==> config.mk <==
export PLATFORM = sky130hd
export DESIGN_NAME = chip_pmux_port_a
export DESIGN_NICKNAME = d
export VERILOG_FILES = /design/src/rtl/chip_pmux_port_a.sv
export SDC_FILE = /design/constraint.sdc
export NUM_CORES = 1
export LEC_CHECK = 0
export BUFFER_PORTS_ARGS = -buffer_cell sky130_fd_sc_hd__buf_2
export CORE_AREA = 2 2 126 128
export DETAILED_ROUTE_END_ITERATION = 8
export DIE_AREA = 0 0 128 130
export HOLD_SLACK_MARGIN = 0.15
export PLACE_DENSITY = 0.75
export SETUP_SLACK_MARGIN = 0.1
export SLEW_MARGIN = 25
export SYNTH_ARGS = -nofsm -noshare
export SYNTH_HDL_FRONTEND = slang
export SYNTH_SLANG_ARGS = --single-unit
==> constraint.sdc <==
create_clock -name clk_in -period 1.8 [get_ports clk_in]
set_input_delay 0 -clock clk_in [delete_from_list [all_inputs] [get_ports clk_in]]
set_output_delay 0 -clock clk_in [all_outputs]
set_load 0.02 [all_outputs]
==> src/rtl/chip_pmux_port_a.sv <==
// Port A pin multiplexer.
// Output side: per-pin select between GPIO, AF1 and AF2 (or parked), registered onto the pads.
// Input side: pad synchroniser, optional glitch filter and one-cycle rise/fall pulses.
// Optional feature macro: PMUX_GLITCH_FILTER_EN builds the per-pin glitch filter counters;
// without it FILT_EN/FILT_LEN decode but read 0 and ignore writes.
module chip_pmux_port_a #(
  parameter int unsigned CHIP_PORT_A_WIDTH = 16,
  parameter int unsigned SYNC_STAGES       = 2
) (
  input  logic                         clk_in,
  input  logic                         rst,

  input  logic [CHIP_PORT_A_WIDTH-1:0] pad_pmux_din,
  output logic [CHIP_PORT_A_WIDTH-1:0] pmux_pad_dout,
  output logic [CHIP_PORT_A_WIDTH-1:0] pmux_pad_oe,
  output logic [CHIP_PORT_A_WIDTH-1:0] pmux_pad_ie,

  input  logic [CHIP_PORT_A_WIDTH-1:0] gpio_dout,
  input  logic [CHIP_PORT_A_WIDTH-1:0] gpio_oe,
  input  logic [CHIP_PORT_A_WIDTH-1:0] gpio_ie,
  input  logic [CHIP_PORT_A_WIDTH-1:0] af1_dout,
  input  logic [CHIP_PORT_A_WIDTH-1:0] af1_oe,
  input  logic [CHIP_PORT_A_WIDTH-1:0] af1_ie,
  input  logic [CHIP_PORT_A_WIDTH-1:0] af2_dout,
  input  logic [CHIP_PORT_A_WIDTH-1:0] af2_oe,
  input  logic [CHIP_PORT_A_WIDTH-1:0] af2_ie,

  output logic [CHIP_PORT_A_WIDTH-1:0] pmux_din,
  output logic [CHIP_PORT_A_WIDTH-1:0] pmux_din_rise,
  output logic [CHIP_PORT_A_WIDTH-1:0] pmux_din_fall,

  input  logic                         cfg_valid,
  input  logic                         cfg_we,
  input  logic [3:0]                   cfg_addr,
  input  logic [31:0]                  cfg_wdata,
  output logic [31:0]                  cfg_rdata,
  output logic                         cfg_ready
);

  localparam int unsigned W  = CHIP_PORT_A_WIDTH;
  localparam int unsigned FW = 2 * CHIP_PORT_A_WIDTH;

  // Word-address decode (byte address bits [1:0] are ignored).
  localparam logic [1:0] AddrFuncSel = 2'd0;
  localparam logic [1:0] AddrDin     = 2'd1;
  localparam logic [1:0] AddrFiltEn  = 2'd2;
  localparam logic [1:0] AddrFiltLen = 2'd3;

  // ---------------------------------------------------------------------------
  // Register port
  // ---------------------------------------------------------------------------
  logic          ready_q;
  logic [31:0]   rdata_q;
  logic [31:0]   rd_val;
  logic          acc_start;
  logic          wr_commit;
  logic [1:0]    word_addr;
  logic [FW-1:0] func_sel_q;

  assign word_addr = cfg_addr[3:2];
  // First cycle of an access raises ready; the write lands on the edge that ends the ready cycle.
  assign acc_start = cfg_valid & ~ready_q;
  assign wr_commit = cfg_valid & ready_q & cfg_we;

  assign cfg_ready = ready_q;
  assign cfg_rdata = rdata_q;

  // Input synchroniser output and pre-edge-detect pin value.
  logic [W-1:0] sync;
  logic [W-1:0] din_prev_q;

`ifdef PMUX_GLITCH_FILTER_EN
  logic [W-1:0] filt_en_q;
  logic [3:0]   filt_len_q;
  logic [3:0]   filt_cnt_q [W];
  logic [W-1:0] filt_din_q;
`endif

  // Read data mux over the register map; unmapped bits read as zero.
  always_comb begin
    rd_val = '0;
    unique case (word_addr)
      AddrFuncSel: rd_val[FW-1:0] = func_sel_q;
      AddrDin:     rd_val[W-1:0]  = pmux_din;
`ifdef PMUX_GLITCH_FILTER_EN
      AddrFiltEn:  rd_val[W-1:0]  = filt_en_q;
      AddrFiltLen: rd_val[3:0]    = filt_len_q;
`else
      AddrFiltEn:  rd_val = '0;
      AddrFiltLen: rd_val = '0;
`endif
      default:     rd_val = '0;
    endcase
  end

  // Handshake: ready pulses for one cycle per access; rdata is zero outside that cycle.
  always_ff @(posedge clk_in) begin
    if (rst) begin
      ready_q <= 1'b0;
      rdata_q <= '0;
    end else begin
      ready_q <= acc_start;
      rdata_q <= acc_start ? rd_val : 32'd0;
    end
  end

  // FUNC_SEL register; reset value selects GPIO on every pin.
  always_ff @(posedge clk_in) begin
    if (rst) begin
      func_sel_q <= '0;
    end else if (wr_commit && (word_addr == AddrFuncSel)) begin
      func_sel_q <= cfg_wdata[FW-1:0];
    end
  end

  // ---------------------------------------------------------------------------
  // Output path: per-pin mux then a flop, so the pads never see a glitch
  // ---------------------------------------------------------------------------
  logic [W-1:0] mux_dout;
  logic [W-1:0] mux_oe;
  logic [W-1:0] mux_ie;

  // Select the source function for each pin; code 11 parks the pin fully off.
  always_comb begin
    mux_dout = '0;
    mux_oe   = '0;
    mux_ie   = '0;
    for (int i = 0; i < W; i++) begin
      unique case (func_sel_q[2*i +: 2])
        2'b00: begin
          mux_dout[i] = gpio_dout[i];
          mux_oe[i]   = gpio_oe[i];
          mux_ie[i]   = gpio_ie[i];
        end
        2'b01: begin
          mux_dout[i] = af1_dout[i];
          mux_oe[i]   = af1_oe[i];
          mux_ie[i]   = af1_ie[i];
        end
        2'b10: begin
          mux_dout[i] = af2_dout[i];
          mux_oe[i]   = af2_oe[i];
          mux_ie[i]   = af2_ie[i];
        end
        default: begin
          mux_dout[i] = 1'b0;
          mux_oe[i]   = 1'b0;
          mux_ie[i]   = 1'b0;
        end
      endcase
    end
  end

  // Pad output registers; held at zero through reset so pads stay disabled.
  always_ff @(posedge clk_in) begin
    if (rst) begin
      pmux_pad_dout <= '0;
      pmux_pad_oe   <= '0;
      pmux_pad_ie   <= '0;
    end else begin
      pmux_pad_dout <= mux_dout;
      pmux_pad_oe   <= mux_oe;
      pmux_pad_ie   <= mux_ie;
    end
  end

  // ---------------------------------------------------------------------------
  // Input path
  // ---------------------------------------------------------------------------
  logic [W-1:0] sync_q [SYNC_STAGES];

  // Synchroniser chain for the asynchronous pad inputs; independent of FUNC_SEL and ie.
  always_ff @(posedge clk_in) begin
    if (rst) begin
      for (int s = 0; s < SYNC_STAGES; s++) begin
        sync_q[s] <= '0;
      end
    end else begin
      sync_q[0] <= pad_pmux_din;
      for (int s = 1; s < SYNC_STAGES; s++) begin
        sync_q[s] <= sync_q[s-1];
      end
    end
  end

  assign sync = sync_q[SYNC_STAGES-1];

`ifdef PMUX_GLITCH_FILTER_EN
  // Filter configuration registers.
  always_ff @(posedge clk_in) begin
    if (rst) begin
      filt_en_q  <= '0;
      filt_len_q <= '0;
    end else if (wr_commit) begin
      if (word_addr == AddrFiltEn) begin
        filt_en_q <= cfg_wdata[W-1:0];
      end
      if (word_addr == AddrFiltLen) begin
        filt_len_q <= cfg_wdata[3:0];
      end
    end
  end

  // Per-pin stability counter: a new level is accepted after FILT_LEN+1 mismatching cycles.
  // With the filter off the accepted value simply tracks sync so re-enabling starts clean.
  always_ff @(posedge clk_in) begin
    if (rst) begin
      filt_din_q <= '0;
      for (int i = 0; i < W; i++) begin
        filt_cnt_q[i] <= '0;
      end
    end else begin
      for (int i = 0; i < W; i++) begin
        if (!filt_en_q[i]) begin
          filt_din_q[i] <= sync[i];
          filt_cnt_q[i] <= '0;
        end else if (sync[i] != filt_din_q[i]) begin
          if (filt_cnt_q[i] == filt_len_q) begin
            filt_din_q[i] <= sync[i];
            filt_cnt_q[i] <= '0;
          end else begin
            filt_cnt_q[i] <= filt_cnt_q[i] + 4'd1;
          end
        end else begin
          filt_cnt_q[i] <= '0;
        end
      end
    end
  end

  // Filtered pins take the accepted level; unfiltered pins see sync directly.
  always_comb begin
    pmux_din = '0;
    for (int i = 0; i < W; i++) begin
      pmux_din[i] = filt_en_q[i] ? filt_din_q[i] : sync[i];
    end
  end
`else
  // No filter built: the pin value is the synchroniser output.
  always_comb begin
    pmux_din = sync;
  end
`endif

  // Previous pin value for edge detection; zero after reset so a high pin yields one rise.
  always_ff @(posedge clk_in) begin
    if (rst) begin
      din_prev_q <= '0;
    end else begin
      din_prev_q <= pmux_din;
    end
  end

  // One-cycle transition pulses, coincident with the pmux_din change.
  always_comb begin
    pmux_din_rise = pmux_din & ~din_prev_q;
    pmux_din_fall = ~pmux_din & din_prev_q;
  end

  // Address LSBs and high write-data bits have no function.
  logic unused_cfg;
  assign unused_cfg = ^{cfg_addr[1:0], cfg_wdata};

endmodule

# [Word level (Yosys, flattened, before mapping)]
# Memory sizes are Yosys's and may differ from the RTL's.
# Cells that the tools add are included.
[classes] eq_ne=35 n_mux=54 n_bitwise=12 reduce_logical=21
[op_table] operator="1-bit case mux with 3 select lines" count=48
[op_table] operator="16-bit case mux with 3 select lines" count=1
[op_table] operator="2-bit == test (second input constant)" count=18
[op_table] operator="2-bit by 1-bit == test with 1-bit output (second input constant)" count=17
[op_table] operator="2-bit zero test" count=17
[op_table] operator="16-bit AND" count=2
[op_table] operator="16-bit 2-to-1 mux" count=2
[op_table] operator="16-bit NOT" count=2
[op_table] operator="2-bit OR reduction" count=2
[op_table] operator="1-bit AND" count=3
[op_table] operator="1-bit 2-to-1 mux" count=3
[op_table] operator="1-bit NOT" count=3
[op_table] operator="3-bit OR reduction" count=1
[op_table] operator="1-bit bitwise OR" count=2
[op_table] operator="1-bit logical AND" count=1
[totals] ff_bits=129 mem_bits_rw=32 in_bits=200 out_inout_bits=129 word_cells=131 n_memories=1
[mem_list] memory="sync_q" words=2 width=16 read_ports=2 rd_ports_with_merged_regs=0 write_ports=2 line="170" source="logic [W-1:0] sync_q [SYNC_STAGES];"

# [Longest topological paths before layout]
# Gate-level depths: netlist (run 1).
[logic_depth] word_depth=4 ltp_mapped=5 mapped_depth_nobuf=3

# [Least setup slack after synthesis (run 1)]
# No wires, ideal clock.
[synth_timing] path_kind="register to register" from="register ready_q, in the netlist cfg_ready" to="register rdata_q[11], in the netlist cfg_rdata[11]" setup_time_ps=58 arrival_ps=1407 required_ps=1742 setup_slack_ps=336 stages_incl_launch_ff=5 n_path_buf=1 period_less_slack_ps=1464 path_cell_list="dfxtp_1 or3b_4 nor3b_4 buf_6 a22o_2"
[synth_via] elab_chain_len=4
[synth_lines] item="from (decl)" line="52" source="logic ready_q;"
[synth_lines] item="from (signal assigned)" line="102" source="ready_q <= acc_start;"
[synth_lines] item="1-bit NOT" line="62" source="assign acc_start = cfg_valid & ~ready_q;"
[synth_lines] item="1-bit AND" line="62"
[synth_lines] item="1-bit NOT (no source line)"
[synth_lines] item="2-bit OR reduction (no source line)"
[synth_lines] item="to (signal assigned)" line="103" source="rdata_q <= acc_start ? rd_val : 32'd0;"
[synth_lines] item="to (decl)" line="53" source="logic [31:0] rdata_q;"
# Every way passes these cells.
# A chain may end at the register's enable or synchronous reset.

# [Final worst setup path (run 1)]
[layout_timing] from="register func_sel_q[1]" to="register pmux_pad_oe[0]"
[layout_via] elab_chain_len=2 elab_cells_between_ends=4
[layout_lines] item="from (decl)" line="58" source="logic [FW-1:0] func_sel_q;"
[layout_lines] item="from (signal assigned)" line="112" source="func_sel_q <= cfg_wdata[FW-1:0];"
[layout_lines] item="2-bit == test, or another cell as far along" line="129" source="unique case (func_sel_q[2*i +: 2])"
[layout_lines] item="1-bit case mux with 3 select lines *" line="129"
[layout_lines] item="to (signal assigned)" line="162" source="pmux_pad_oe <= mux_oe;"
[layout_lines] item="to (decl)" line="15" source="output logic [CHIP_PORT_A_WIDTH-1:0] pmux_pad_oe,"
# Mark *: on every way between the ends. The rest lies on a longest branch, timed or not.

==> results of run 1 <==
-- critical path: cells and delay by family, from the launching register on --
family                 cells  cell delay (ns)
AOI/OAI and AO/OA          1             0.17
DFF                        1             0.44
and+or+nand+nor            1             0.30
buffers and inverters      1             0.59
muxes                      1             0.10
-- worst paths after layout --
kind | start | to | slack, ns
setup / recovery | func_sel_q[1]$_SDFFE_PP0P_ | pmux_pad_oe[0]$_SDFF_PP0_ | 0.13
setup reg to reg | func_sel_q[1]$_SDFFE_PP0P_ | pmux_pad_oe[0]$_SDFF_PP0_ | 0.13
hold / removal | cfg_addr[2] | func_sel_q[7]$_SDFFE_PP0P_ | 0.21
hold reg to reg | sync_q[0][0]$_SDFF_PP0_ | sync_q[0][16]$_SDFF_PP0_ | 0.44
-- state kept, by name, indices dropped and copies added, names as in the netlist --
register / cells
cfg_rdata: 32
func_sel_q: 32
pmux_pad_oe: 16
sync_q: 32
din_prev_q: 16
pmux_pad_ie: 16
cfg_ready: 1
pmux_pad_dout: 16
-- stage by stage --
step	hold slack (ns)	instances	util, %	area (um^2)	power (W)
2_1_floorplan	0.1282	640	-	6360	0.004199
5_1_grt	0.2079	1292	65.76	10140	0.008607
4_1_cts	0.1868	1292	65.56	10110	0.008323
6_report	0.2072	1292	65.76	10140	0.008297
3_5_place_dp	0.2117	1107	51.87	8001	0.004546
3_3_place_gp	0.2087	1107	51.87	8001	0.004534
-- final cells by class --
| cell class | count | area share, % |
|---|---|---|
| clock buffers | 20 | 4.502 |
| clock inverters | 12 | 1.209 |
| repair buffers | 485 | 31.77 |
| multi-input cells | 421 | 28.15 |
| flip-flops and latches | 161 | 31.96 |
| well taps | 192 | 2.368 |
| inverters | 1 | 0.03700 |
-- layer usage --
layer | part of all wire [%] | track usage (%) | vias to the layer above
li1 | - | - | 2951
met1 | 39 | 25.12 | 2726
met2 | 51 | 41.62 | 253
met3 | 6.6 | 6.437 | 58
met4 | 3.4 | 10.86 | 0
met5 | 0 | 0 | -
-- repair_timing --
action | 4_1_cts | 5_1_grt
endpoints found under the hold margin | 97 | 0
hold buffers | 153 | 0
setup endpoints to repair | 0 | 29
resized for setup | 0 | 20
-- power by group --
part / switching (W) / internal [W] / total, W / leakage, nW
Sequential: 0.0000535 / 0.00367 / 0.00373 / 1.33
Combinational: 0.000440 / 0.000593 / 0.00103 / 3.12
Clock: 0.00153 / 0.00200 / 0.00354 / 0.274
-- cells in the mapped netlist, drive strengths merged --
master	count	share of area, %
a21oi	48	3.8
a22o	16	2.4
and2	16	1.6
buf	24	2.7
clkbuf	33	1.9
dfxtp	161	51
inv	1	0.059
mux2i	80	13
nand2	48	2.8
nand2b	64	6.3
nand3	1	0.079
nor2b	96	9.4
nor3	2	0.41
nor3b	1	0.30
or2	48	4.7
or3b	1	0.18
-- cell families after synthesis --
logic type	synth area share, %
compound gates	6.178
buf+inv	4.722
flops	50.68
mux	12.59
simple gates	25.83
==> results.toml, run 1 <==
[sta]
relSlewSlack_pct = 55.08
hold_viol_final = 0
rsz0062_at_grt = "yes"
fin_tns_setup_ns = 0
fin_crit_sh_pct = 92.53
fin_ws_ns = 0.1344
setup_viol = 0
max_freq_mhz = 600.4
worst_pin_slew_ns = 0.6738
finalClockSkew_ns = 0.01445
fin_crit_ns = 1.666
slew_violations = 0

[logic_synthesis]
syn_nets = 840
syn_area_per_cell_um2 = 9.937
syn_inst = 640
seq_area_frac_synth_pct = 50.68
ys_warn_count = 0
synth-seq-cells = 161
ys_types = 20
netlist_area_um2 = 6360

[cts]
cts_setup_buffers = 0
tritoncts = "yes"
clk_latency_ns = 0.42
cts_buffers = 17
clkTransAtPathRegs_ns = 0.06
cts_max_level = 4
clock-sinks = 161
root_buffer = "clkbuf_16"
clockBufferDepth = 2

[global_routing]
grt_overflow = 0
grt.total_usage_pct = 23.04
grt_first_pass_wirelength_um = 29640
grt_antenna_before_repair = 0
grt_pass1_vias = 5977
grt_max_degree = 161

[finish]
fill_cells = 1170
multi_input_area_um2 = 2855
drive_gt1_share_pct = 40.45
synthToLayoutAreaGrowth_pct = 59.49
mostFrequentLayoutCell = "buf_2"
layout_common_cells = "buf_2 (325), dlygate4sd3_1 (153), dfxtp_1 (146)"
antenna_cells = 0
seqCellArea_um2 = 3242
fin_nets = 1287

[worst_setup_path]
path_cells = "mux2i_1, or2_2, a21oi_1, dlygate4sd3_1"
cp.arrival_ns = 2.02
worstSetupPathType = "flop to flop"
startpoint_type = "flop"
cp.required_ns = 2.16
crit_fanout = 6
cp_slowest_cell = "dlygate4sd3_1"
max_stage_delay_ns = 0.59
critPathCaptureType = "flop"
r2r_cells = 4

[floorplanning]
fp.dieArea_um2 = 16640
coreArea_um2 = 15420
start_util_pct = 41.23
std_cell_rows = 46
die_width_um = 128
die_y_um = 130
num_io_pins = 329

[placement]
io_buffers = 326
place_congestion = 0.8200
dp_slack_ns = 0.3779
detailed_place_hpwl_um = 12210

[hold_path]
hp-class = "primary input to flop"
min_path_cells = 4

[routing]
ant_nets = 0
vias_per_cell = 4.635
wl_um = 20040
wl_per_cell_um = 15.51
dr.pass1.iters = 5
dr.first_iter.drc_count = 276
vias = 5988
route.detailed.drc = 0

[pwr]
max-vdd-ir-drop_mv = 0.5999
p_leak_nw = 4.718
powerDensity_nw_per_um2 = 817.9

[run]
maxCapViolCount = 0

[status]
status = "completed"
No activity file was read; power rests on OpenSTA's default activity.
==> inputs of run 2 (changes only) <==
Settings changed: GPL_TIMING_DRIVEN set to 0.
==> run 2 against run 1 <==
- non-clock buffer count is 95 higher
- clock skew is 0.0068 ns lower
- count of clock-buffer cells in the layout is 1 lower
- final area is 7.4% higher
- first-iteration DRC count is 3.6% lower
- sequential share of layout area is 2.4 points lower
- hold slack better by 0.025 ns
- fmax is 1.1% higher
- clock power is 16% higher
- critical endpoint is now cfg_rdata[12]$_SDFF_PP0_
- highest routed layer unchanged
==> results.toml, run 2 (same netlist as run 1, synthesis figures left out) <==
[finish]
layout_common_cells = "buf_2 (331), dlygate4sd3_1 (198), dfxtp_1 (161)"
mostFrequentLayoutCell = "buf_2"
fin_area_um2 = 10890
fin_cells = 1390
seqCellArea_um2 = 3223
drive_gt1_share_pct = 36.99
multi_input_area_um2 = 2843
fin_nets = 1382
fill_cells = 1062
synthToLayoutAreaGrowth_pct = 71.24
postLayoutCoreUtil_pct = 70.60

[sta]
fin_crit_sh_pct = 91.55
relSlewSlack_pct = 40.91
setup_viol = 0
rsz0062_at_grt = "no"
worst_pin_slew_ns = 0.8864
max_freq_mhz = 606.8
slew_violations = 0
fin_crit_ns = 1.648
fin_ws_ns = 0.1520
hold_viol_final = 0
finalClockSkew_ns = 0.007610

[worst_setup_path]
timing.rr.start = "cfg_ready$_SDFF_PP0_"
path_delay_family = "simple AND/OR/NAND/NOR gates"
path_depth = 4
startpoint_type = "flop"
r2r-end = "cfg_rdata[12]$_SDFF_PP0_"
cp.required_ns = 2.16
critPathCaptureType = "flop"
cp_slowest_cell = "nor3b_4"
cp.arrival_ns = 2.01
r2r_cells = 4
path_cells = "or3b_4, nor3b_4, buf_6, a22o_2"
path_buf_inv = 1
rrSetupSlack_ns = 0.15
max_stage_delay_ns = 0.46
crit_fanout = 10
worstSetupPathType = "flop to flop"

[routing]
wl_um = 24380
vias = 6658
ant_nets = 0
dr.pass1.iters = 5
route.detailed.drc = 0
wl_per_cell_um = 17.54
vias_per_cell = 4.790
dr.first_iter.drc_count = 266

[pwr]
p_seq_share_pct = 41.3
power_w = 0.009007
max-vdd-ir-drop_mv = 0.6121
p_leak_nw = 5.016
p_comb_share_pct = 13.2
internal-power_w = 0.006956
switching_share_pct = 22.78
p_clk_share_pct = 45.5
powerDensity_nw_per_um2 = 827.1
p_sw_w = 0.002052

[cts]
clkTransAtPathRegs_ns = 0.06
cts_buffers = 17
root_buffer = "clkbuf_16"
clk_latency_ns = 0.42
clockBufferDepth = 2
tritoncts = "yes"
cts_max_level = 4
clock-sinks = 161

[hold_path]
min_path_cells = 4
hp-class = "primary input to flop"
holdPathEnd = "func_sel_q[25]$_SDFFE_PP0P_"
min-delay-start = "rst"

[placement]
dp_slack_ns = -0.1469
placed_cells_incl_taps = 1157
place_congestion = 0.8524
placed_area_um2 = 8227
io_buffers = 325
detailed_place_hpwl_um = 14290

[global_routing]
grt_first_pass_wirelength_um = 35670
grt_pass1_vias = 6921
grt_overflow = 0
grt_max_degree = 17
grt_antenna_before_repair = 1
grt.total_usage_pct = 28.26

[run]
maxCapViolCount = 0

[floorplanning]
num_io_pins = 329
std_cell_rows = 46
fp.dieArea_um2 = 16640
die_width_um = 128
coreArea_um2 = 15420
start_util_pct = 41.23
die_y_um = 130

[status]
status = "completed"
[run 2: cell count changes in the layout (fill, tap and decap cells not counted), moves of 6 or more]
cell / before / now
dlygate4sd3_1: 153 / 198
clkbuf_1: 1 / 34
dfxtp_1: 146 / 161
dfxtp_2: 15 / 0
buf_4: 6 / 16
buf_2: 325 / 331
[run 2: worst register-to-register path, cell delays in order (launching register included)]
cell and delay [ns]:
dfxtp_1 0.32, or3b_4 0.43, nor3b_4 0.46, buf_6 0.23
a22o_2 0.15
[run 2: per-stage QoR]
stage / setup TNS [ns] / hold slack [ns]
final: 0 / 0.2325
after global routing: 0 / 0.2570
after CTS: 0 / 0.2166
after detailed placement: -2.546 / 0.2129
after global placement: -1.628 / 0.2075
after floorplan: 0 / 0.1282
[run 2: metal layers]
layer | up-vias | global-route usage (%) | share of wire (%)
met2 | 356 | 50.42 | 50
met4 | 0 | 17.26 | 4.9
met1 | 3060 | 30.08 | 38
li1 | 3146 | - | -
met5 | - | 0 | 0
met3 | 96 | 7.380 | 7.0
[run 2: layout make-up]
cell class                      count  share of cell area (%)
Antenna cell                        3                 0.06893
Buffer                             57                   2.734
Clock buffer                       19                   3.975
Clock inverter                     13                   2.148
Inverter                            1                 0.03447
Multi-Input combinational cell    421                   26.10
Sequential cell                   161                   29.60
Tap cell                          192                   2.206
Timing Repair Buffer              523                   33.13
[run 2: worst max path at each step]
stage                                     from  slack, ns                         to
final                     cfg_ready$_SDFF_PP0_       0.15   cfg_rdata[12]$_SDFF_PP0_
after global routing      cfg_ready$_SDFF_PP0_       0.10   cfg_rdata[12]$_SDFF_PP0_
after CTS                 cfg_ready$_SDFF_PP0_       0.11   cfg_rdata[12]$_SDFF_PP0_
after floorplan           cfg_ready$_SDFF_PP0_       0.34   cfg_rdata[11]$_SDFF_PP0_
after detailed placement                   rst      -0.15  pmux_pad_ie[8]$_SDFF_PP0_
after global placement                     rst      -0.12  pmux_pad_oe[6]$_SDFF_PP0_
[run 2: repair_timing]
item,4_1_cts,5_1_grt
endpoints found under the setup margin,0,20
endpoints found under the hold margin,103,0
hold buffers,198,0
setup buffers,0,0
resized for setup,0,3
[run 2: power groups by stage]
stage | registers, W | clock network [W] | logic [W]
3_3_place_gp | 0.00380 | 0 | 0.000791
2_1_floorplan | 0.00387 | 0 | 0.000328
5_1_grt | 0.00373 | 0.00429 | 0.00126
4_1_cts | 0.00372 | 0.00414 | 0.00114
3_5_place_dp | 0.00380 | 0 | 0.000798
6_report | 0.00372 | 0.00409 | 0.00119
==> inputs of run 3 (changes only) <==
Settings changed: BUFFER_PORTS_ARGS -buffer_cell sky130_fd_sc_hd__buf_2 to not set, CORE_AREA 2 2 126 128 to 2 2 127 129, DIE_AREA 0 0 128 130 to 0 0 129 131, DONT_BUFFER_PORTS set to 1, PLACE_DENSITY 0.75 to not set.
==> run 3 against run 2 <==
- the flow now stops in 4_1_cts
- synthesized area unchanged
- synthesized cell count unchanged
==> results.toml, run 3 <==
[placement]
detailed_place_hpwl_um = 13710
place_congestion = 0.8057
dp_slack_ns = -0.2812
io_buffers = 0

[logic_synthesis]
ys_warn_count = 0
synth_top_area_share_pct = 50.68
synth-seq-cells = 161
yosysTopAreaCell = "dfxtp_1"
syn_nets = 840
synth_edf_count = 0
async_flop_share_pct = 0
syn_inst = 640
synth.most_common_cell = "dfxtp_1"
ys_types = 20
seq_area_frac_synth_pct = 50.68
yosys_most_used_dff = "dfxtp_1"
synth_common_cells = "dfxtp_1 (161), nor2b_1 (96), mux2i_1 (80)"
synth_area_leaders = "dfxtp_1 (51%), mux2i_1 (13%), nor2b_1 (9.4%)"
netlist_area_um2 = 6360
syn_area_per_cell_um2 = 9.937

[cts]
clockBufferDepth = 2
clock-sinks = 161
hold_buffers = 179
cts_setup_buffers = 1
cts_max_level = 4
root_buffer = "clkbuf_16"
cts_resized = 2
cts_buffers = 17

[floorplanning]
die_width_um = 129
start_util_pct = 40.77
num_io_pins = 329
std_cell_rows = 46
die_y_um = 131

[status]
status = "aborted with a tool error"
stop_error = "[ERROR RSZ-0060] Max buffer count reached."
stop_stage = "4_1_cts"
## run 3: cell counts after synthesis
No cell type changed its count.
## run 3: logic make-up after synthesis
group,count (synthesis),share of synthesized area (%)
compound gates,64,6.178
buf+inv,58,4.722
simple gates,277,25.83
flops,161,50.68
mux,80,12.59
## run 3: metrics by stage
step / instances / instance area (um^2) / utilization (%) / hold slack, ns
global placement: 856 / 6630 / 42.51 / 0.1329
detailed placement: 856 / 6630 / 42.51 / 0.1340
floorplan: 640 / 6360 / - / 0.1282
==> inputs of run 4 (changes only) <==
Settings changed: CORE_AREA 2 2 127 129 to not set, CORE_MARGIN set to 2, CORE_UTILIZATION set to 35, DIE_AREA 0 0 129 131 to not set, HOLD_SLACK_MARGIN 0.15 to not set, PLACE_DENSITY_LB_ADDON set to 0.15, SETUP_SLACK_MARGIN 0.1 to not set.
==> run 4 against run 3 <==
- the flow again stops in 4_1_cts
- synthesized cell count did not move
- synthesized area did not move
==> results.toml, run 4 <==
[logic_synthesis]
synth.most_common_cell = "dfxtp_1"
syn_nets = 840
yosys_most_used_dff = "dfxtp_1"
async_flop_share_pct = 0
synth_area_leaders = "dfxtp_1 (51%), mux2i_1 (13%), nor2b_1 (9.4%)"
syn_area_per_cell_um2 = 9.937
yosysTopAreaCell = "dfxtp_1"
synth_top_area_share_pct = 50.68
synth-seq-cells = 161
syn_inst = 640
netlist_area_um2 = 6360
synth_edf_count = 0
seq_area_frac_synth_pct = 50.68
ys_types = 20
ys_warn_count = 0
synth_common_cells = "dfxtp_1 (161), nor2b_1 (96), mux2i_1 (80)"

[status]
status = "aborted with a tool error"
stop_error = "[ERROR RSZ-0060] Max buffer count reached."
stop_stage = "4_1_cts"

[floorplanning]
std_cell_rows = 49
num_io_pins = 329
die_y_um = 138.8
die_width_um = 138.8
start_util_pct = 35.53

[cts]
root_buffer = "clkbuf_16"
cts_resized = 0
clockBufferDepth = 2
clock-sinks = 161
cts_setup_buffers = 0
hold_buffers = 181
cts_buffers = 17
cts_max_level = 4

[placement]
place_congestion = 0.8532
detailed_place_hpwl_um = 13440
io_buffers = 0
run 4: cell counts after synthesis:
Identical to the previous run, type by type.
run 4: cells by family after synthesis:
logic type	after synthesis	synth area share, %
AOI/OAI and AO/OA	64	6.178
buffers and inverters	58	4.722
DFF	161	50.68
muxes	80	12.59
and+or+nand+nor	277	25.83
run 4: through the flow:
step                      setup TNS [ns]  cell area [um^2]  setup WS [ns]  instances
after global placement            -1.481              6646        -0.1339        869
after floorplan                        0              6360         0.3356        640
after detailed placement          -2.864              6646        -0.2295        869
